## config.mk

```make
export PLATFORM = sky130hd
export DESIGN_NAME = fetch_unit_flat
export DESIGN_NICKNAME = d
export VERILOG_FILES = /design/src/rtl/fetch_unit_if.sv /design/src/rtl/fetch_unit.sv /design/src/flat_wrapper.sv
export SDC_FILE = /design/constraint.sdc
export NUM_CORES = 1
export LEC_CHECK = 0
export CORE_MARGIN = 10
export CORE_UTILIZATION = 43
export CTS_CLUSTER_DIAMETER = 150
export CTS_CLUSTER_SIZE = 12
export DETAILED_ROUTE_END_ITERATION = 10
export PLACE_DENSITY = 0.68
export SLEW_MARGIN = 40
export SYNTH_ARGS = -nofsm -noshare
export SYNTH_HDL_FRONTEND = slang
export SYNTH_SLANG_ARGS = --single-unit
```

## constraint.sdc

```tcl
create_clock -name clk -period 10.1 [get_ports clk]
set_input_delay 1.01 -clock clk [delete_from_list [all_inputs] [get_ports clk]]
set_output_delay 1.01 -clock clk [all_outputs]
set_load 0.03 [all_outputs]
```

## src/rtl/fetch_unit_if.sv

```systemverilog
// fetch_unit_if: signal bundle around the instruction-fetch stage.
//   imem_addr/imem_stall   fetch request to instruction memory
//   imem_rdata/imem_err    one-cycle-latency memory response
//   redirect_valid/target  single-cycle PC redirect from later stages
//   id_ready               decode accepts the current output
//   if_valid/pc/inst/fault entry delivered to decode
// Handshake: an entry transfers to decode in every cycle where
// if_valid=1 and id_ready=1. if_valid does not depend on id_ready, and
// the entry is held unchanged until it transfers (unless a redirect or
// reset flushes it).
// Modports: master = fetch stage, slave = memory/decode environment.
interface fetch_unit_if;
  logic [31:0] imem_addr;
  logic        imem_stall;
  logic [31:0] imem_rdata;
  logic        imem_err;
  logic        redirect_valid;
  logic [31:0] redirect_target;
  logic        id_ready;
  logic        if_valid;
  logic [31:0] if_pc;
  logic [31:0] if_inst;
  logic        if_fault;

  modport master (
    output imem_addr, imem_stall, if_valid, if_pc, if_inst, if_fault,
    input  imem_rdata, imem_err, redirect_valid, redirect_target, id_ready
  );

  modport slave (
    input  imem_addr, imem_stall, if_valid, if_pc, if_inst, if_fault,
    output imem_rdata, imem_err, redirect_valid, redirect_target, id_ready
  );
endinterface

```

## src/rtl/fetch_unit.sv

```systemverilog
// fetch_unit: MIPS32 instruction-fetch stage.
// Owns the PC, issues one request per cycle to a one-cycle-latency
// instruction memory, re-aligns the response with its PC and delivers
// {pc, inst, fault} to decode. A 2-entry skid FIFO absorbs the response
// in flight (and the one behind it) when decode stalls.
// Ports:
//   clk, rst   clock, synchronous active-high reset
//   bus        fetch_unit_if.master (memory, redirect and decode signals)
//   dbg_halt   1 while the fetch mode FSM is in HALT
module fetch_unit #(
  parameter logic [31:0] RESET_PC = 32'hBFC0_0000
) (
  input  logic          clk,
  input  logic          rst,
  fetch_unit_if.master  bus,
  output logic          dbg_halt
);

  typedef enum logic {RUN = 1'b0, HALT = 1'b1} mode_e;

  typedef struct packed {
    logic [31:0] pc;
    logic [31:0] inst;
    logic        fault;
  } entry_t;

  mode_e       mode_q, mode_d;
  logic [31:0] pc_q;
  logic        resp_valid_q;
  logic [31:0] resp_pc_q;
  logic        resp_inj_q;   // response was injected for a misaligned PC
  entry_t      fifo_q [2];   // fifo_q[0] is the head
  logic [1:0]  count_q;

  logic   can_fetch, issue, inject;
  logic   out_valid, handshake, push, pop;
  entry_t resp_entry, out_entry;

  // Request / handshake decode
  always_comb begin
    can_fetch = !rst && (mode_q == RUN) && (count_q == 2'd0) && !bus.redirect_valid;
    issue     = can_fetch && (pc_q[1:0] == 2'b00);
    // A misaligned PC produces exactly one fault entry: the pc is held,
    // so re-injection is blocked while the injected entry is pending.
    inject    = can_fetch && (pc_q[1:0] != 2'b00) && !resp_valid_q;

    resp_entry.pc    = resp_pc_q;
    resp_entry.fault = resp_inj_q || bus.imem_err;
    resp_entry.inst  = resp_entry.fault ? 32'h0 : bus.imem_rdata;

    out_entry = (count_q != 2'd0) ? fifo_q[0] : resp_entry;
    out_valid = !bus.redirect_valid && ((count_q != 2'd0) || resp_valid_q);
    handshake = out_valid && bus.id_ready;

    pop  = !bus.redirect_valid && (count_q != 2'd0) && bus.id_ready;
    push = !bus.redirect_valid && resp_valid_q && !((count_q == 2'd0) && bus.id_ready);
  end

  // Mode FSM: state register
  always_ff @(posedge clk) begin
    if (rst) mode_q <= RUN;
    else     mode_q <= mode_d;
  end

  // Mode FSM: next state. Redirect wins over a fault handshake.
  always_comb begin
    mode_d = mode_q;
    if (bus.redirect_valid)                mode_d = RUN;
    else if (handshake && out_entry.fault) mode_d = HALT;
  end

  // Mode FSM and datapath outputs
  always_comb begin
    dbg_halt       = (mode_q == HALT);
    bus.imem_addr  = pc_q;
    bus.imem_stall = !issue;
    bus.if_valid   = out_valid;
    bus.if_pc      = out_valid ? out_entry.pc    : 32'h0;
    bus.if_inst    = out_valid ? out_entry.inst  : 32'h0;
    bus.if_fault   = out_valid ? out_entry.fault : 1'b0;
  end

  // PC, response tracking and skid FIFO
  always_ff @(posedge clk) begin
    if (rst) begin
      pc_q         <= RESET_PC;
      resp_valid_q <= 1'b0;
      resp_pc_q    <= 32'h0;
      resp_inj_q   <= 1'b0;
      count_q      <= 2'd0;
    end else if (bus.redirect_valid) begin
      // Flush everything; the response in this cycle is dropped and no
      // request is issued, so nothing arrives next cycle either.
      pc_q         <= bus.redirect_target;
      resp_valid_q <= 1'b0;
      resp_inj_q   <= 1'b0;
      count_q      <= 2'd0;
    end else begin
      resp_valid_q <= issue || inject;
      if (issue || inject) begin
        resp_pc_q  <= pc_q;
        resp_inj_q <= inject;
      end
      if (issue) pc_q <= pc_q + 32'd4;

      case ({push, pop})
        2'b10: begin
          fifo_q[count_q[0]] <= resp_entry;
          count_q            <= count_q + 2'd1;
        end
        2'b01: begin
          fifo_q[0] <= fifo_q[1];
          count_q   <= count_q - 2'd1;
        end
        2'b11: begin
          if (count_q == 2'd2) begin
            fifo_q[0] <= fifo_q[1];
            fifo_q[1] <= resp_entry;
          end else begin
            fifo_q[0] <= resp_entry;
          end
        end
        default: ;
      endcase
    end
  end

endmodule
```

## src/flat_wrapper.sv

```systemverilog
// flat-port wrapper written by rule: the top's interface ports become plain ports
module fetch_unit_flat 
#(
  parameter logic [31:0] RESET_PC = 32'hBFC0_0000
)
  (clk, rst, dbg_halt, bus_imem_addr, bus_imem_stall, bus_if_valid, bus_if_pc, bus_if_inst, bus_if_fault, bus_imem_rdata, bus_imem_err, bus_redirect_valid, bus_redirect_target, bus_id_ready);
  fetch_unit_if bus_i ();
  input  logic clk;
  input  logic rst;
  output logic dbg_halt;
  output wire logic [$bits(bus_i.imem_addr)-1:0] bus_imem_addr;
  output wire logic [$bits(bus_i.imem_stall)-1:0] bus_imem_stall;
  output wire logic [$bits(bus_i.if_valid)-1:0] bus_if_valid;
  output wire logic [$bits(bus_i.if_pc)-1:0] bus_if_pc;
  output wire logic [$bits(bus_i.if_inst)-1:0] bus_if_inst;
  output wire logic [$bits(bus_i.if_fault)-1:0] bus_if_fault;
  input wire logic [$bits(bus_i.imem_rdata)-1:0] bus_imem_rdata;
  input wire logic [$bits(bus_i.imem_err)-1:0] bus_imem_err;
  input wire logic [$bits(bus_i.redirect_valid)-1:0] bus_redirect_valid;
  input wire logic [$bits(bus_i.redirect_target)-1:0] bus_redirect_target;
  input wire logic [$bits(bus_i.id_ready)-1:0] bus_id_ready;
  assign bus_imem_addr = bus_i.imem_addr;
  assign bus_imem_stall = bus_i.imem_stall;
  assign bus_if_valid = bus_i.if_valid;
  assign bus_if_pc = bus_i.if_pc;
  assign bus_if_inst = bus_i.if_inst;
  assign bus_if_fault = bus_i.if_fault;
  assign bus_i.imem_rdata = bus_imem_rdata;
  assign bus_i.imem_err = bus_imem_err;
  assign bus_i.redirect_valid = bus_redirect_valid;
  assign bus_i.redirect_target = bus_redirect_target;
  assign bus_i.id_ready = bus_id_ready;
  fetch_unit #(.RESET_PC(RESET_PC)) u_core (.clk(clk), .rst(rst), .bus(bus_i), .dbg_halt(dbg_halt));
endmodule
```

==> impl.org <==
** Global route
- The number of antenna violations at the first check in global routing was 0.
- Total Routing Usage GR :: 17.8%
- Entering global routing, the biggest net connects 69 pins.
- The via count of the first global-routing pass was 7077.
- Remaining global-route overflow :: 0
- Wire length of the first global-routing pass :: 38600 µm

** Clocking
- The clock passes through at most 2 buffers.
- CTS tree :: yes
- After clock tree synthesis, the setup repair step added 0 buffers.
- In this run the clock root is driven by a sky130_fd_sc_hd__clkbuf_16.
- Clock-pin slew reported for the worst setup and hold paths after clock tree synthesis :: 70 ps
- The later pin in the worst-skew pair is clocked with a latency of 430 ps.
- CTS Buf Count :: 17
- Quantity of hold-fixing buffers added after cts :: 0
- Clock Sinks :: 199
- CTS resizes :: 0
- Number of levels the H-tree was split into :: 4

** Yosys
- Count of flip-flops with a built-in enable after synthesis :: 130
- Synthesis handed over a netlist of 861 instances.
- Sequential cells were found to cover 58.9% of the synthesized design area.
- Library cell with the largest summed area after synthesis :: sky130_fd_sc_hd__edfxtp_1
- The cell area that synthesis handed to floorplanning was 0.00898 mm².
- In the post-synthesis netlist, the cell with the most instances is sky130_fd_sc_hd__nand2_1.
- Mean post-synth cell area :: 10.4 µm²
- The Yosys step of the flow raised 0 warnings.
- Yosys attributes the largest share of cell area to sky130_fd_sc_hd__edfxtp_1 (43%), sky130_fd_sc_hd__dfxtp_1 (15%), sky130_fd_sc_hd__nand2_1 (9.2%).
- Flip-flop and latch count after synthesis :: 199
- FFs w/ async S/R, synth :: 0%
- The synthesized netlist contains 51 unique library cells.
- In the synthesized netlist the dominant register cell turns out to be sky130_fd_sc_hd__edfxtp_1.
- Most numerous cell types in the synthesized netlist :: sky130_fd_sc_hd__nand2_1 (220), sky130_fd_sc_hd__edfxtp_1 (130), sky130_fd_sc_hd__a21oi_1 (115)
- When the netlist entered floorplanning its net count stood at 934.
- Synth top area share :: 43.5%

** Power
- In this run the static leakage power is 0.00380 µW.
- For this design the total switching power over the nets is 431 µW.
- The clock network burns 37.1% of the power.
- Sequential cells burn 52.7% of the power.
- In this run, the combinational gates consume 10.2% of the power.
- Pwr/cell area :: 149 mW/mm²
- Max VDD drop :: 0.119 mV
- Switching Share :: 25.2%
- Cell-internal power :: 1280 µW

** Worst setup path
- Classification of the worst setup path :: input pin to primary output
- For the worst setup path, the data arrival time is 4030 ps.
- Worst-path fanout max :: 51
- STA classifies the critical path endpoint as a primary output.
- Cells on worst reg2reg path :: 11
- Crit path launch type :: input pin
- STA puts the critical path data required time at 9090 ps.

** Detailed routing
- After detailed routing, the number of vias per cell comes to 5.40.
- The detail route stage leaves a number of antenna-violating nets equal to 0.
- The first routing iteration left 450 violations.
- DRC viols :: 0
- Pre-Repair DR Iteration Count :: 4
- After detailed routing, the average wire length per cell comes to 19.0 µm.
- Overall via count from detail_route :: 6970
- Routed WL :: 24500 µm

** Layout
- The number of antenna diodes in the final layout is 0.
- In the final layout, the share of cells above drive strength 1 is 12.8%.
- Summed area of non-filler cells in the final layout :: 0.0115 mm²
- From synthesis to final layout, the design area changed by 28.2%.
- At the end of the flow, the number of nets in the layout was 1080.
- Final-layout fill cell count :: 1823

** Die
- Row generation in the floorplan step produced 52 rows.
- The die is 164 µm wide.
- Measured along the y axis, the die boundary spans 164 µm.
- Overall die area :: 0.0271 mm²
- The initial utilization of the core area, before any placement, comes to 44.1%.
- CORE AREA :: 0.0204 mm²
- Top-level I/O count :: 169

** STA
- The final hold violation count is 0.
- Final Cycle Share :: 49.9%
- For the pin with the worst max-slew slack, the measured transition is 789 ps.
- Final setup slack of the worst path :: 5060 ps
- Measured against its own limit, the worst slew margin works out to 47.4%.
- For the final routed database, the setup TNS stands at 0 ps.
- Total setup violations reported at the end of the flow :: 0
- Min Tclk post-route :: 5040 ps
- Count of final max-slew check failures :: 0
- Clock skew on the completed layout was measured at 10.3 ps.
- For this run, the top clock speed supported by timing is 0.199 GHz.
- Setup repair after global routing left no endpoint under its margin.

** Run
- Across the run, the number of max-cap violations was 0.

** Place
- The count of buffers added on input and output ports is 168.
- Final GP Congestion :: 0.830
- The placed instances occupy a cell area of 0.0109 mm².
- Before CTS, the worst setup slack after placement is 5040 ps.
- DP Wirelength :: 16200 µm

** Hold path
- HP Class :: register to register
- Counting instances, the worst hold path has a depth of 0.

** Run status
- The run finished with clean final reports.
sequential cells by signal, summed over array words and instances (netlist names):
name / flops
u_core.resp_inj_q: 1
u_core.dbg_halt: 1
u_core.resp_pc_q: 32
u_core.fifo_q: 130
u_core.resp_valid_q: 1
u_core.bus.imem_addr: 32
u_core.count_q: 2
per-stage QoR:
stage | utilization, % | std cells | hold WS [ps] | power, µW
floorplan | - | 861 | 448 | 1010
global placement | 53.3 | 1253 | 466 | 1090
detailed placement | 53.7 | 1257 | 471 | 1090
CTS | 56.4 | 1289 | 488 | 1720
global route | 56.5 | 1290 | 498 | 1770
finish | 56.5 | 1290 | 483 | 1710
power by group through the flow:
stage	Sequential (µW)	Combinational (µW)	Clock (µW)
2_1_floorplan	929	83.5	0
3_3_place_gp	919	172	0
3_5_place_dp	919	175	0
4_1_cts	901	176	646
5_1_grt	904	190	679
6_report	901	174	635
worst max-delay path: stages:
cell and delay [ps]:
sky130_fd_sc_hd__clkdlybuf4s50_1 410, sky130_fd_sc_hd__buf_4 260, sky130_fd_sc_hd__inv_2 500, sky130_fd_sc_hd__o21ai_4 290, sky130_fd_sc_hd__buf_4 390, sky130_fd_sc_hd__a211oi_1 380, sky130_fd_sc_hd__clkdlybuf4s50_1 740
final cells by class:
type                    count  area (µm²)  area share, %
inverters                  11        41.3          0.359
clock buffers              18         429           3.73
flip-flops and latches    199        5290           45.9
repair buffers            181        1830           15.9
well taps                 270         338           2.94
clock inverters            14         115           1.00
multi-input cells         597        3470           30.1
kinds of logic after synthesis:
kind of cell | count (synthesis) | share of synthesized area [%]
simple gates | 351 | 17.5
flops | 199 | 58.9
compound gates | 160 | 9.98
mux | 71 | 8.85
buf+inv | 65 | 3.14
xor+xnor | 11 | 1.07
fa+ha+maj | 4 | 0.558
routing by layer:
metal	GRT usage, %	up-vias	wire length, µm
met1	22.2	3369	10700
met4	5.80	0	397
met2	28.9	227	11400
met5	0	-	0
li1	-	3348	-
met3	5.48	26	1990
worst paths after layout:
path / slack, ps / start / to
max: 5060 / bus_redirect_valid / bus_if_fault
min: 480 / u_core.resp_pc_q[19]$_SDFFE_PP0P_ / u_core.fifo_q[1][52]$_DFFE_PP_
max reg2reg: 6650 / u_core.count_q[0]$_SDFFE_PP0P_ / u_core.fifo_q[0][3]$_DFFE_PP_
min reg2reg: 480 / u_core.resp_pc_q[19]$_SDFFE_PP0P_ / u_core.fifo_q[1][52]$_DFFE_PP_
placed cells by master (no fill, tap or decap), types with 9 or more instances in the layout:
cell,netlist,final
sky130_fd_sc_hd__a21oi_1,115,114
sky130_fd_sc_hd__and2_1,33,33
sky130_fd_sc_hd__clkbuf_16,0,17
sky130_fd_sc_hd__clkdlybuf4s50_1,0,167
sky130_fd_sc_hd__dfxtp_1,69,69
sky130_fd_sc_hd__edfxtp_1,130,130
sky130_fd_sc_hd__mux2_2,67,67
sky130_fd_sc_hd__nand2_1,220,220
sky130_fd_sc_hd__nand3_1,17,17
sky130_fd_sc_hd__nand4_1,9,9
sky130_fd_sc_hd__nor2_1,32,28
sky130_fd_sc_hd__nor3_1,13,13
sky130_fd_sc_hd__o21ai_0,10,9
(Power assumes the default switching activity.)
